<file path="config.mk">
export PLATFORM = sky130hd
export DESIGN_NAME = dual_writer_merge
export DESIGN_NICKNAME = d
export VERILOG_FILES = /design/src/rtl/dual_writer_merge_pkg.sv /design/src/rtl/dual_writer_merge_sat_counter.sv /design/src/rtl/dual_writer_merge.sv
export SDC_FILE = /design/constraint.sdc
export NUM_CORES = 1
export LEC_CHECK = 0
export ABC_AREA = 1
export BUFFER_PORTS_ARGS = -buffer_cell sky130_fd_sc_hd__buf_2
export CORE_MARGIN = 1
export CORE_UTILIZATION = 25
export CTS_BUF_LIST = sky130_fd_sc_hd__clkbuf_8
export CTS_CLUSTER_SIZE = 25
export DETAILED_ROUTE_END_ITERATION = 10
export PLACE_DENSITY = 0.43
export SYNTH_ARGS = -nofsm -noshare
export SYNTH_HDL_FRONTEND = slang
export SYNTH_SLANG_ARGS = --single-unit
</file>
<file path="constraint.sdc">
create_clock -name clk -period 2.9 [get_ports clk]
set_clock_uncertainty 0.2 [all_clocks]
set_input_delay 0.435 -clock clk [delete_from_list [all_inputs] [get_ports clk]]
set_output_delay 0.435 -clock clk [all_outputs]
set_load 0.05 [all_outputs]
</file>
<file path="src/rtl/dual_writer_merge_pkg.sv">
// Shared encodings for the two-writer merge register: source IDs and
// round-robin arbiter states.
package dual_writer_merge_pkg;

  localparam logic SRC_A = 1'b0;
  localparam logic SRC_B = 1'b1;

  typedef enum logic {
    FAV_A = 1'b0,
    FAV_B = 1'b1
  } arb_state_e;

endpackage

</file>
<file path="src/rtl/dual_writer_merge_sat_counter.sv">
// Saturating up-counter: holds at all-ones instead of wrapping.
module sat_counter #(
  parameter int WIDTH = 8
) (
  input  logic             clk,
  input  logic             reset,
  input  logic             inc,
  output logic [WIDTH-1:0] count
);

  logic [WIDTH-1:0] r_count;

  always_ff @(posedge clk) begin
    if (reset)
      r_count <= '0;
    else if (inc && (r_count != {WIDTH{1'b1}}))
      r_count <= r_count + 1'b1;
  end

  assign count = r_count;

endmodule

</file>
<file path="src/rtl/dual_writer_merge.sv">
// Two-writer merge register: round-robin arbitration picks one write per
// cycle; a single sequential process owns the stored value.
module dual_writer_merge
  import dual_writer_merge_pkg::*;
#(
  parameter int WIDTH = 8,
  parameter int CNT_W = 8
) (
  input  logic             clk,
  input  logic             reset,
  input  logic             a_valid,
  input  logic [WIDTH-1:0] a_data,
  output logic             a_ready,
  input  logic             b_valid,
  input  logic [WIDTH-1:0] b_data,
  output logic             b_ready,
  output logic [WIDTH-1:0] q,
  output logic             q_src,
  output logic             q_upd,
  output logic [CNT_W-1:0] conflict_cnt
);

  arb_state_e       r_state;
  arb_state_e       w_state_nxt;
  logic             w_gnt_a;
  logic             w_gnt_b;
  logic [WIDTH-1:0] w_data;
  logic             w_src;
  logic [WIDTH-1:0] r_q;
  logic             r_src;
  logic             r_upd;

  // Grants depend only on valids, reset and state; data just follows the grant.
  always_comb begin
    w_gnt_a     = 1'b0;
    w_gnt_b     = 1'b0;
    w_state_nxt = r_state;
    w_data      = a_data;
    w_src       = SRC_A;
    if (!reset) begin
      if (a_valid && (!b_valid || r_state == FAV_A))
        w_gnt_a = 1'b1;
      else if (b_valid)
        w_gnt_b = 1'b1;
    end
    if (w_gnt_a) begin
      w_state_nxt = FAV_B;
    end else if (w_gnt_b) begin
      w_state_nxt = FAV_A;
      w_data      = b_data;
      w_src       = SRC_B;
    end
  end

  always_ff @(posedge clk) begin
    if (reset) begin
      r_state <= FAV_A;
      r_q     <= '0;
      r_src   <= SRC_A;
      r_upd   <= 1'b0;
    end else begin
      r_state <= w_state_nxt;
      r_upd   <= w_gnt_a | w_gnt_b;
      if (w_gnt_a | w_gnt_b) begin
        r_q   <= w_data;
        r_src <= w_src;
      end
    end
  end

  sat_counter #(.WIDTH(CNT_W)) u_conflict_cnt (
    .clk   (clk),
    .reset (reset),
    .inc   (a_valid & b_valid),
    .count (conflict_cnt)
  );

  assign a_ready = w_gnt_a;
  assign b_ready = w_gnt_b;
  assign q       = r_q;
  assign q_src   = r_src;
  assign q_upd   = r_upd;

endmodule

</file>
==> results.toml <==
[route]
routed_wl_mm = 2.22
vias_per_cell = 4.08
first_pass_iters = 4
vias = 971
post_drt_wl_per_cell_um = 9.33
antenna_left = 0
drt_iter0_drc = 44
post-route-drc-count = 0

[finish]
fill_cells = 426
diodes = 0
multi_input_area_sq_um = 508
synthToLayoutAreaGrowth_pct = 29.7
final_cells = 238
drive_above_1_share_pct = 29.5
final_core_util_pct = 34.1
nets = 212
regArea_sq_um = 380

[sta]
period_share_pct = 70.0
period_minus_slack_ps = 2030
setup_tns_ps = 0
setup_viol = 0
finalHoldViolations = 0
tightestPinTransition_ps = 416
rsz0062_at_grt = "false"
fmax_mhz = 493
slew_headroom_pct = 72.3
slew_violations = 0

[die]
floorplan.die_area_sq_um = 4160
core_sq_um = 3720
row_count = 22
dieHeight_um = 64.5
die_w_um = 64.5
io_pins = 40
initial_core_util_pct = 26.3

[setup_path]
r2r_end = "u_conflict_cnt.count[7]$_SDFFE_PP0P_"
crit_arrival_ps = 1390
r2r-start = "u_conflict_cnt.count[0]$_SDFFE_PP0P_"
path_max_fanout = 16
rrSetupSlack_ps = 1320
crit_path_frequent_cell = "buf_2"
cp.required_ps = 2270
worstSetupPathType = "in -> out"
endpoint_kind = "output pin"
slowest_delay_ps = 350
cpMaxStageDelayCell = "buf_2"
reg2reg_depth = 8
cp_cell_sequence = "buf_2 -> inv_2 -> nand3_2 -> clkinv_2 -> buf_2"
cp-start-kind = "primary input"

[yosys]
synth-seq-area-share_pct = 39.0
synthTopCellsByCount = "nand2_1, nor2_1, dfxtp_1, inv_1, nand3_1"
netlist-cell-type-count = 23
synth.most_common_cell = "nand2_1"
ys_ff_latch = 19
synth_top_area_share_pct = 39.0
synth_enable_flop_cells = 0
synth_area_leaders = "dfxtp_1, nand2_1, nor2_1"
syn_avg_cell_area_sq_um = 6.55
synth.net_count = 170
synth_warnings = 0
mappedNetlistArea_sq_um = 976
ys_async_sr_fraction_pct = 0
synth_top_area_cell = "dfxtp_1"
netlist_instances = 149
dominantRegCellSynth = "dfxtp_1"

[clock_network]
insertion_delay_ps = 260
cts_buffers = 3
ctsResizeCount = 0
cts_tree = "done"
postCtsSetupRepairBufs = 0
clock_sinks = 19
path_clk_slew_ps = 80
root_buffer = "clkbuf_8"
clk_path_buf_depth = 2
h-tree-depth = 1
ctsHoldBuffers = 0

[hold_path]
hold_class = "in -> reg"
hold_end = "q[6]$_SDFFE_PP0P_"
hold_start = "b_data[6]"
min_path_cells = 5

[place]
dpl.cell_count = 234
dp_hpwl_mm = 1.74
port_buffers = 39
routabilityCongestion = 0.784

[global_routing]
grt_pass1_wl_mm = 3.66
grt_pass1_vias = 810
grt_max_degree = 17
grt_usage_pct = 11.5
grt-ovfl-total = 0
antenna_found_initial = 0

[power_and_ir_drop]
p_leak_nw = 0.629
ir_drop_uv = 118
powerDensity_nw_per_um2 = 469

[job]
cap_violations = 0

[outcome]
status = "finished, final reports clean"
-- sequential cells by signal (all words and copies together) (netlist names) --
signal,cells
q,8
u_conflict_cnt.count,8
q_src,1
q_upd,1
r_state,1
-- cell type report --
type                            count  area share [%]
Timing Repair Buffer               39            15.4
Tap cell                           48            4.74
Clock buffer                        3            3.26
Inverter                           20            6.03
Clock inverter                      1           0.395
Sequential cell                    19            30.0
Multi-Input combinational cell    108            40.1
-- layer usage --
metal	vias up	share of wire [%]	global-route usage [%]
met4	0	2.7	7.50
met1	418	49	16.1
met5	-	0	0
met3	5	3.8	1.94
met2	19	44	16.1
li1	529	-	-
-- metrics by stage --
step                cell area (sq um)  hold slack (ps)  total power [mW]  setup WS [ps]
finish                           1270              272             0.594            871
global route                     1270              281             0.626            773
CTS                              1270              270             0.603            848
detailed placement               1220              275             0.412            851
global placement                 1220              265             0.412            881
floorplan                         976              294             0.376           1080
-- cells by family (layout without fill, tap and decap cells) --
family          after synthesis  after routing  share of synthesized area [%]
simple gates                 95             95                           41.2
buf+inv                      22             63                           8.97
xor+xnor                      3              3                           2.69
fa+ha+maj                     1              1                           1.28
flops                        19             19                           39.0
compound gates                9              9                           6.92
-- cell usage in the layout, fill, tap and decap left out, types with 2 or more instances in the layout --
master	count
nand2_1	46
nor2_1	35
o21ai_0	4
clkinv_2	2
nand3_1	6
a21oi_2	3
inv_1	17
dfxtp_1	19
clkbuf_8	3
xor2_1	2
nand2_4	2
inv_2	2
buf_2	39
-- where the power goes --
part	switching [mW]	total (mW)	internal, mW
clock network	0.0948	0.191	0.0957
registers	0.00717	0.280	0.273
logic	0.0886	0.123	0.0345
-- worst max-delay path by stage --
| stage | cells after the start | start | slack (ps) | end |
|---|---|---|---|---|
| floorplan | 8 | u_conflict_cnt.count[1]$_SDFFE_PP0P_ | 1080 | u_conflict_cnt.count[7]$_SDFFE_PP0P_ |
| global placement | 5 | reset | 880 | b_ready |
| detailed placement | 5 | reset | 850 | b_ready |
| CTS | 5 | reset | 850 | b_ready |
| global route | 5 | reset | 770 | b_ready |
| finish | 5 | reset | 870 | b_ready |
-- critical path, delay by kind of cell --
| kind | cells | cell delay (ps) |
|---|---|---|
| buf+inv | 4 | 840 |
| simple gates | 1 | 110 |
Power figures use the tool's default switching activity.
